File: src/rtl/fsk_pkg.sv
// Shared definitions for the 1000 Hz / 1500 Hz FSK link: window size, thresholds,
// sample type, carrier states and the modulator's sine tables (32 samples per symbol).
package fsk_pkg;
    localparam int AMOSTRAS_POR_SIMBOLO = 32;
    localparam int MEIO_ESCALA          = 128;
    localparam int HISTERESE            = 16;
    localparam int LIMIAR_TRANSICOES    = 3;
    localparam int LIMIAR_AMPLITUDE     = 64;
    localparam int JANELAS_AQUISICAO    = 2;
    localparam int IDX_W                = $clog2(AMOSTRAS_POR_SIMBOLO);
    localparam int BOAS_W               = $clog2(JANELAS_AQUISICAO + 1);

    typedef enum logic {SEM_PORTADORA = 1'b0, COM_PORTADORA = 1'b1} estado_portadora_t;
    typedef logic [7:0] amostra_t;

    // 128 + round(127*sin(2*pi*f*k/32000)), k = 0..31, phase 0
    localparam amostra_t TABELA_1000HZ [AMOSTRAS_POR_SIMBOLO] = '{
        8'd128, 8'd153, 8'd177, 8'd199, 8'd218, 8'd234, 8'd245, 8'd253,
        8'd255, 8'd253, 8'd245, 8'd234, 8'd218, 8'd199, 8'd177, 8'd153,
        8'd128, 8'd103, 8'd79,  8'd57,  8'd38,  8'd22,  8'd11,  8'd3,
        8'd1,   8'd3,   8'd11,  8'd22,  8'd38,  8'd57,  8'd79,  8'd103
    };
    localparam amostra_t TABELA_1500HZ [AMOSTRAS_POR_SIMBOLO] = '{
        8'd128, 8'd165, 8'd199, 8'd226, 8'd245, 8'd254, 8'd253, 8'd240,
        8'd218, 8'd188, 8'd153, 8'd116, 8'd79,  8'd47,  8'd22,  8'd6,
        8'd1,   8'd6,   8'd22,  8'd47,  8'd79,  8'd116, 8'd153, 8'd188,
        8'd218, 8'd240, 8'd253, 8'd254, 8'd245, 8'd226, 8'd199, 8'd165
    };

    // |a - 128| in 8 bits; a = 0 yields 128
    function automatic amostra_t desvio(input amostra_t a);
        return (a >= 8'(MEIO_ESCALA)) ? a - 8'(MEIO_ESCALA) : 8'(MEIO_ESCALA) - a;
    endfunction
endpackage

File: src/rtl/detector_cruzamento.sv
// Hysteresis comparator around mid-scale: holds the sign of the signal and flags,
// combinationally, the enabled sample that flips it.
module detector_cruzamento
    import fsk_pkg::*;
(
    input  logic       clk,
    input  logic       reset,
    input  logic [7:0] amostra,
    input  logic       habilita,
    output logic       sinal,
    output logic       cruzamento
);
    logic sinal_novo;

    // Inside the dead band the previous sign is kept, so noise near 128 never counts
    always_comb begin
        sinal_novo = sinal;
        if (amostra >= 8'(MEIO_ESCALA + HISTERESE))
            sinal_novo = 1'b1;
        else if (amostra <= 8'(MEIO_ESCALA - HISTERESE))
            sinal_novo = 1'b0;
    end

    assign cruzamento = habilita && (sinal_novo != sinal);

    always_ff @(posedge clk or negedge reset) begin
        if (!reset)
            sinal <= 1'b0;
        else if (habilita)
            sinal <= sinal_novo;
    end
endmodule

File: src/rtl/demodulador_fsk.sv
// FSK demodulator: counts hysteresis crossings and peak per 32-sample window and
// emits one bit per window once the carrier-detect FSM has acquired.
module demodulador_fsk
    import fsk_pkg::*;
(
    input  logic       clk,
    input  logic       reset,
    input  logic [7:0] amostra,
    input  logic       amostra_valida,
    input  logic       alinhar,
    output logic       bit_rx,
    output logic       bit_valido,
    output logic       portadora,
    output logic [2:0] transicoes
);
    localparam logic [IDX_W-1:0]  ULTIMO   = IDX_W'(AMOSTRAS_POR_SIMBOLO - 1);
    localparam logic [BOAS_W-1:0] BOAS_FIM = BOAS_W'(JANELAS_AQUISICAO - 1);

    logic [IDX_W-1:0]  indice;
    logic [2:0]        contagem;
    logic [7:0]        pico;
    logic [BOAS_W-1:0] janelas_boas;
    estado_portadora_t estado;

    logic       amostra_ok;
    logic       sinal;
    logic       cruzamento;
    logic       fecha;
    logic       boa;
    logic [2:0] contagem_final;
    logic [7:0] pico_final;
    logic [7:0] desvio_atual;

    // A sample presented together with alinhar is discarded entirely
    assign amostra_ok = amostra_valida && !alinhar;

    detector_cruzamento u_detector (
        .clk        (clk),
        .reset      (reset),
        .amostra    (amostra),
        .habilita   (amostra_ok),
        .sinal      (sinal),
        .cruzamento (cruzamento)
    );

    // Totals including the current sample, so the closing sample is counted
    assign desvio_atual   = desvio(amostra);
    assign contagem_final = (cruzamento && contagem != 3'd7) ? contagem + 3'd1 : contagem;
    assign pico_final     = (desvio_atual > pico) ? desvio_atual : pico;
    assign fecha          = amostra_ok && (indice == ULTIMO);
    assign boa            = pico_final >= 8'(LIMIAR_AMPLITUDE);

    always_ff @(posedge clk or negedge reset) begin
        if (!reset) begin
            indice       <= '0;
            contagem     <= '0;
            pico         <= '0;
            janelas_boas <= '0;
            estado       <= SEM_PORTADORA;
            bit_rx       <= 1'b0;
            bit_valido   <= 1'b0;
            portadora    <= 1'b0;
            transicoes   <= '0;
        end else begin
            bit_valido <= 1'b0;
            if (alinhar) begin
                indice   <= '0;
                contagem <= '0;
                pico     <= '0;
            end else if (amostra_valida) begin
                indice <= indice + 1'b1;
                if (fecha) begin
                    contagem   <= '0;
                    pico       <= '0;
                    transicoes <= contagem_final;
                    if (!boa) begin
                        estado       <= SEM_PORTADORA;
                        portadora    <= 1'b0;
                        janelas_boas <= '0;
                    end else if (estado == SEM_PORTADORA) begin
                        // The acquiring window itself never produces a bit
                        if (janelas_boas == BOAS_FIM) begin
                            estado       <= COM_PORTADORA;
                            portadora    <= 1'b1;
                            janelas_boas <= '0;
                        end else begin
                            janelas_boas <= janelas_boas + 1'b1;
                        end
                    end else begin
                        bit_rx     <= (contagem_final >= 3'(LIMIAR_TRANSICOES));
                        bit_valido <= 1'b1;
                    end
                end else begin
                    contagem <= contagem_final;
                    pico     <= pico_final;
                end
            end
        end
    end
endmodule

File: config.mk
export PLATFORM = sky130hd
export DESIGN_NAME = demodulador_fsk
export DESIGN_NICKNAME = d
export VERILOG_FILES = /design/src/rtl/fsk_pkg.sv /design/src/rtl/detector_cruzamento.sv /design/src/rtl/demodulador_fsk.sv
export SDC_FILE = /design/constraint.sdc
export NUM_CORES = 1
export LEC_CHECK = 0
export BUFFER_PORTS_ARGS = -buffer_cell sky130_fd_sc_hd__buf_2
export CORE_MARGIN = 4
export CORE_UTILIZATION = 65
export CTS_BUF_LIST = sky130_fd_sc_hd__clkbuf_4 sky130_fd_sc_hd__clkbuf_8
export CTS_CLUSTER_SIZE = 14
export DETAILED_ROUTE_END_ITERATION = 10
export PLACE_DENSITY_LB_ADDON = 0.25
export SLEW_MARGIN = 20
export SYNTH_ARGS = -nofsm -noshare
export SYNTH_HDL_FRONTEND = slang
export SYNTH_SLANG_ARGS = --single-unit
File: constraint.sdc
create_clock -name clk -period 4.9 [get_ports clk]
set_input_delay 0.49 -clock clk [delete_from_list [all_inputs] [get_ports clk]]
set_output_delay 0.49 -clock clk [all_outputs]
set_load 0.005 [all_outputs]
==> reports/metrics.cfg <==
[setup_path]
critical_path.endpoint_type=register
r2r_cells=8
slowest_stage=nor4_1
crit_path_cell_trace=buf_2 > nor4_1 > nand2b_1 > nor4_1 > ha_1 > nand4_1 > nor2_1 > a21oi_1 > or2_2 > mux2i_1 > a21oi_1
critPathBufInv=1
worstPathMaxFanout=10
r2r-end=estado
r2r_setup_slack_ns=2.53
crit_arrival_ns=3.51
crit_type=in2reg
worstReg2RegStart=pico[1]
required_ns=5.12
crit_family=simple AND/OR/NAND/NOR gates
slowest_delay_ns=0.51
cp-start-kind=input pin

[power_and_ir_drop]
p_leak_nw=0.855
power.total_mw=0.507
p_per_area_mw_per_mm2=282
vdd_drop_max_v=0.000197

[logic_synthesis]
synth_seq_cells=26
ys_seq_area_frac=0.392
synth_cell_types=43
yosys_warnings=0
synthArstFlopShare=1.00
syn_area_mm2=0.00166
synthCells=175
synth-edff-count=0
synth_flop_cell=dfrtp_1
synth.avg_cell_area_um2=9.49
syn_nets=200

[cells_and_area]
area_delta_synth_final_pct=8.14
antenna_cells=0
stdcell_area_mm2=0.00180
final_util=0.731
layout.nets=214
layout.cells.non_filler=218
num-fill-cells=174
drive_above_1_share=0.160

[timing]
setup_viol=0
post-route-period-util=0.671
fin_setup_tns_ns=0
relSlewSlack=0.623
slew_violations=0
worst_pin_slew_ns=0.565
rsz0062_at_grt=no
final-hold-violation-count=0
max_freq_ghz=0.304
min_period_ns=3.29
clock_skew_ns=0.00815

[drt]
drtPass1Iterations=4
viasPerCell=6.58
wl_per_cell_um=17.0
routed_wirelength_mm=3.71
via_count=1435
drt_iter0_drc=73
drc=0
ant_nets=0

[place]
dp.cells=214
io_buffer_count=17
place_area_mm2=0.00174
gp_congestion=0.839
hpwlAfterDp_mm=2.58

[global_routing]
antenna_found_initial=0
grt_pass1_vias=1461
grt_usage=0.244
gr-total-overflow=0
grt_pass1_wl_mm=6.39
grt_max_degree=27

[cts]
cts.sinks=26
hold_buffers=0
cts_root_buf=clkbuf_4
htree_levels=1
cts_resized=0
worstSkewPairLatency_ns=0.34
cts_tree=done
cts_buffer_depth=2
clk_pin_slew_ns=0.15
post_cts_buffers=0
numCtsBuffers=3

[floorplan]
die-height_um=58.5
rows=18
design.portCount=18
die_area_mm2=0.00343
die_w_um=58.5
design.core.area_mm2=0.00245
start_util=0.676

[flow_run]
drv_cap=0

[hold_path]
hold_class=in2async

[run_status]
status=completed

-- worst register-to-register path, stage by stage (launching register included) --
cell      delay, ns
dfrtp_1        0.39
inv_1          0.06
ha_1           0.29
nor2b_1        0.14
o211ai_1       0.11
a211oi_2       0.45
or2_2          0.34
mux2i_1        0.36
a21oi_1        0.12
-- sequential cells by signal (all words and copies together), names as in the netlist --
signal	cells
transicoes	3
indice	5
pico	8
bit_rx	1
u_detector.sinal	1
janelas_boas	2
bit_valido	1
estado	1
contagem	3
portadora	1
-- cells in the final DEF, fill, tap and decap left out, types with 2 or more instances in the layout --
cell type / instances
dfrtp_1: 26
buf_2: 17
inv_1: 15
nor2_1: 14
a21oi_1: 13
ha_1: 13
nand2_1: 10
mux2i_1: 7
xor2_1: 6
o32ai_1: 6
nor3_1: 5
nor2b_1: 4
a32oi_1: 4
a31oi_1: 4
nand2b_1: 3
xnor2_1: 3
nand3_1: 3
nand4_1: 3
o21ai_0: 3
clkbuf_4: 3
nor4_1: 2
and2_1: 2
o211ai_1: 2
or2_2: 2
-- how the worst max path moves through the flow --
| stage | start | endpoint | slack (ns) | cells past startpoint |
|---|---|---|---|---|
| after floorplan | amostra[0] | bit_rx | 1.66 | 13 |
| after CTS | amostra[0] | estado | 1.70 | 13 |
| after detailed placement | amostra[0] | bit_rx | 1.38 | 13 |
| final | amostra[2] | estado | 1.61 | 11 |
| after global routing | amostra[2] | janelas_boas[1] | 1.35 | 11 |
| after global placement | amostra[0] | bit_rx | 1.48 | 13 |
-- where the power goes --
part | internal [mW] | leakage [nW] | switching [mW]
Combinational | 0.0457 | 0.470 | 0.0778
Clock | 0.0829 | 0.0279 | 0.0691
Sequential | 0.225 | 0.357 | 0.00677
Total | 0.354 | 0.855 | 0.154
-- area by class of cell --
class,count,area [µm²],area share
clock inverters,1,30.0,0.0167
inverters,15,56.3,0.0314
repair buffers,17,85.1,0.0474
clock buffers,3,22.5,0.0125
flip-flops and latches,26,651,0.362
well taps,30,37.5,0.0209
multi-input cells,126,913,0.509
-- cell families (layout without fill, tap and decap cells) --
group           after synthesis  count (layout)  share of synthesized area
flops                        26              26                      0.392
buf+inv                      23              36                     0.0580
simple gates                 53              53                      0.165
fa+ha+maj                    13              13                     0.0980
xor+xnor                      9               9                     0.0475
mux                           9               9                     0.0580
compound gates               42              42                      0.182
-- synthesized netlist by cell type, drive strengths merged (2+ instances only) --
cell type  count  share of area
nor2b          4          0.015
o32ai          6          0.032
mux2           2          0.016
and2           2         0.0075
buf            6          0.020
nand2         10          0.023
o211ai         2         0.0090
dfrtp         26           0.39
a32oi          4          0.021
a21oi         13          0.039
mux2i          7          0.042
inv           15          0.034
nor2          14          0.032
nor4           2         0.0075
ha            13          0.098
xnor2          3          0.016
a31oi          4          0.015
nand3          3         0.0090
xor2           6          0.032
nand2b         3          0.011
o21ai          4          0.014
or2            2         0.0075
nand4          4          0.019
nor3           5          0.015
clkbuf         2         0.0045
-- stage by stage --
step	setup slack, ns	hold slack (ns)
4_1_cts	1.70	0.136
6_report	1.61	0.113
2_1_floorplan	1.66	0.194
5_1_grt	1.35	0.142
3_3_place_gp	1.48	0.461
3_5_place_dp	1.38	0.475
-- metal layers --
layer | GRT usage | vias to the layer above | wire [µm] | share of wire
li1 | - | 656 | - | -
met1 | 0.294 | 692 | 1480 | 0.40
met2 | 0.418 | 71 | 1870 | 0.50
met3 | 0.0461 | 16 | 236 | 0.064
met4 | 0.116 | 0 | 123 | 0.033
met5 | 0 | - | 0 | 0
Power figures use the tool's default switching activity.
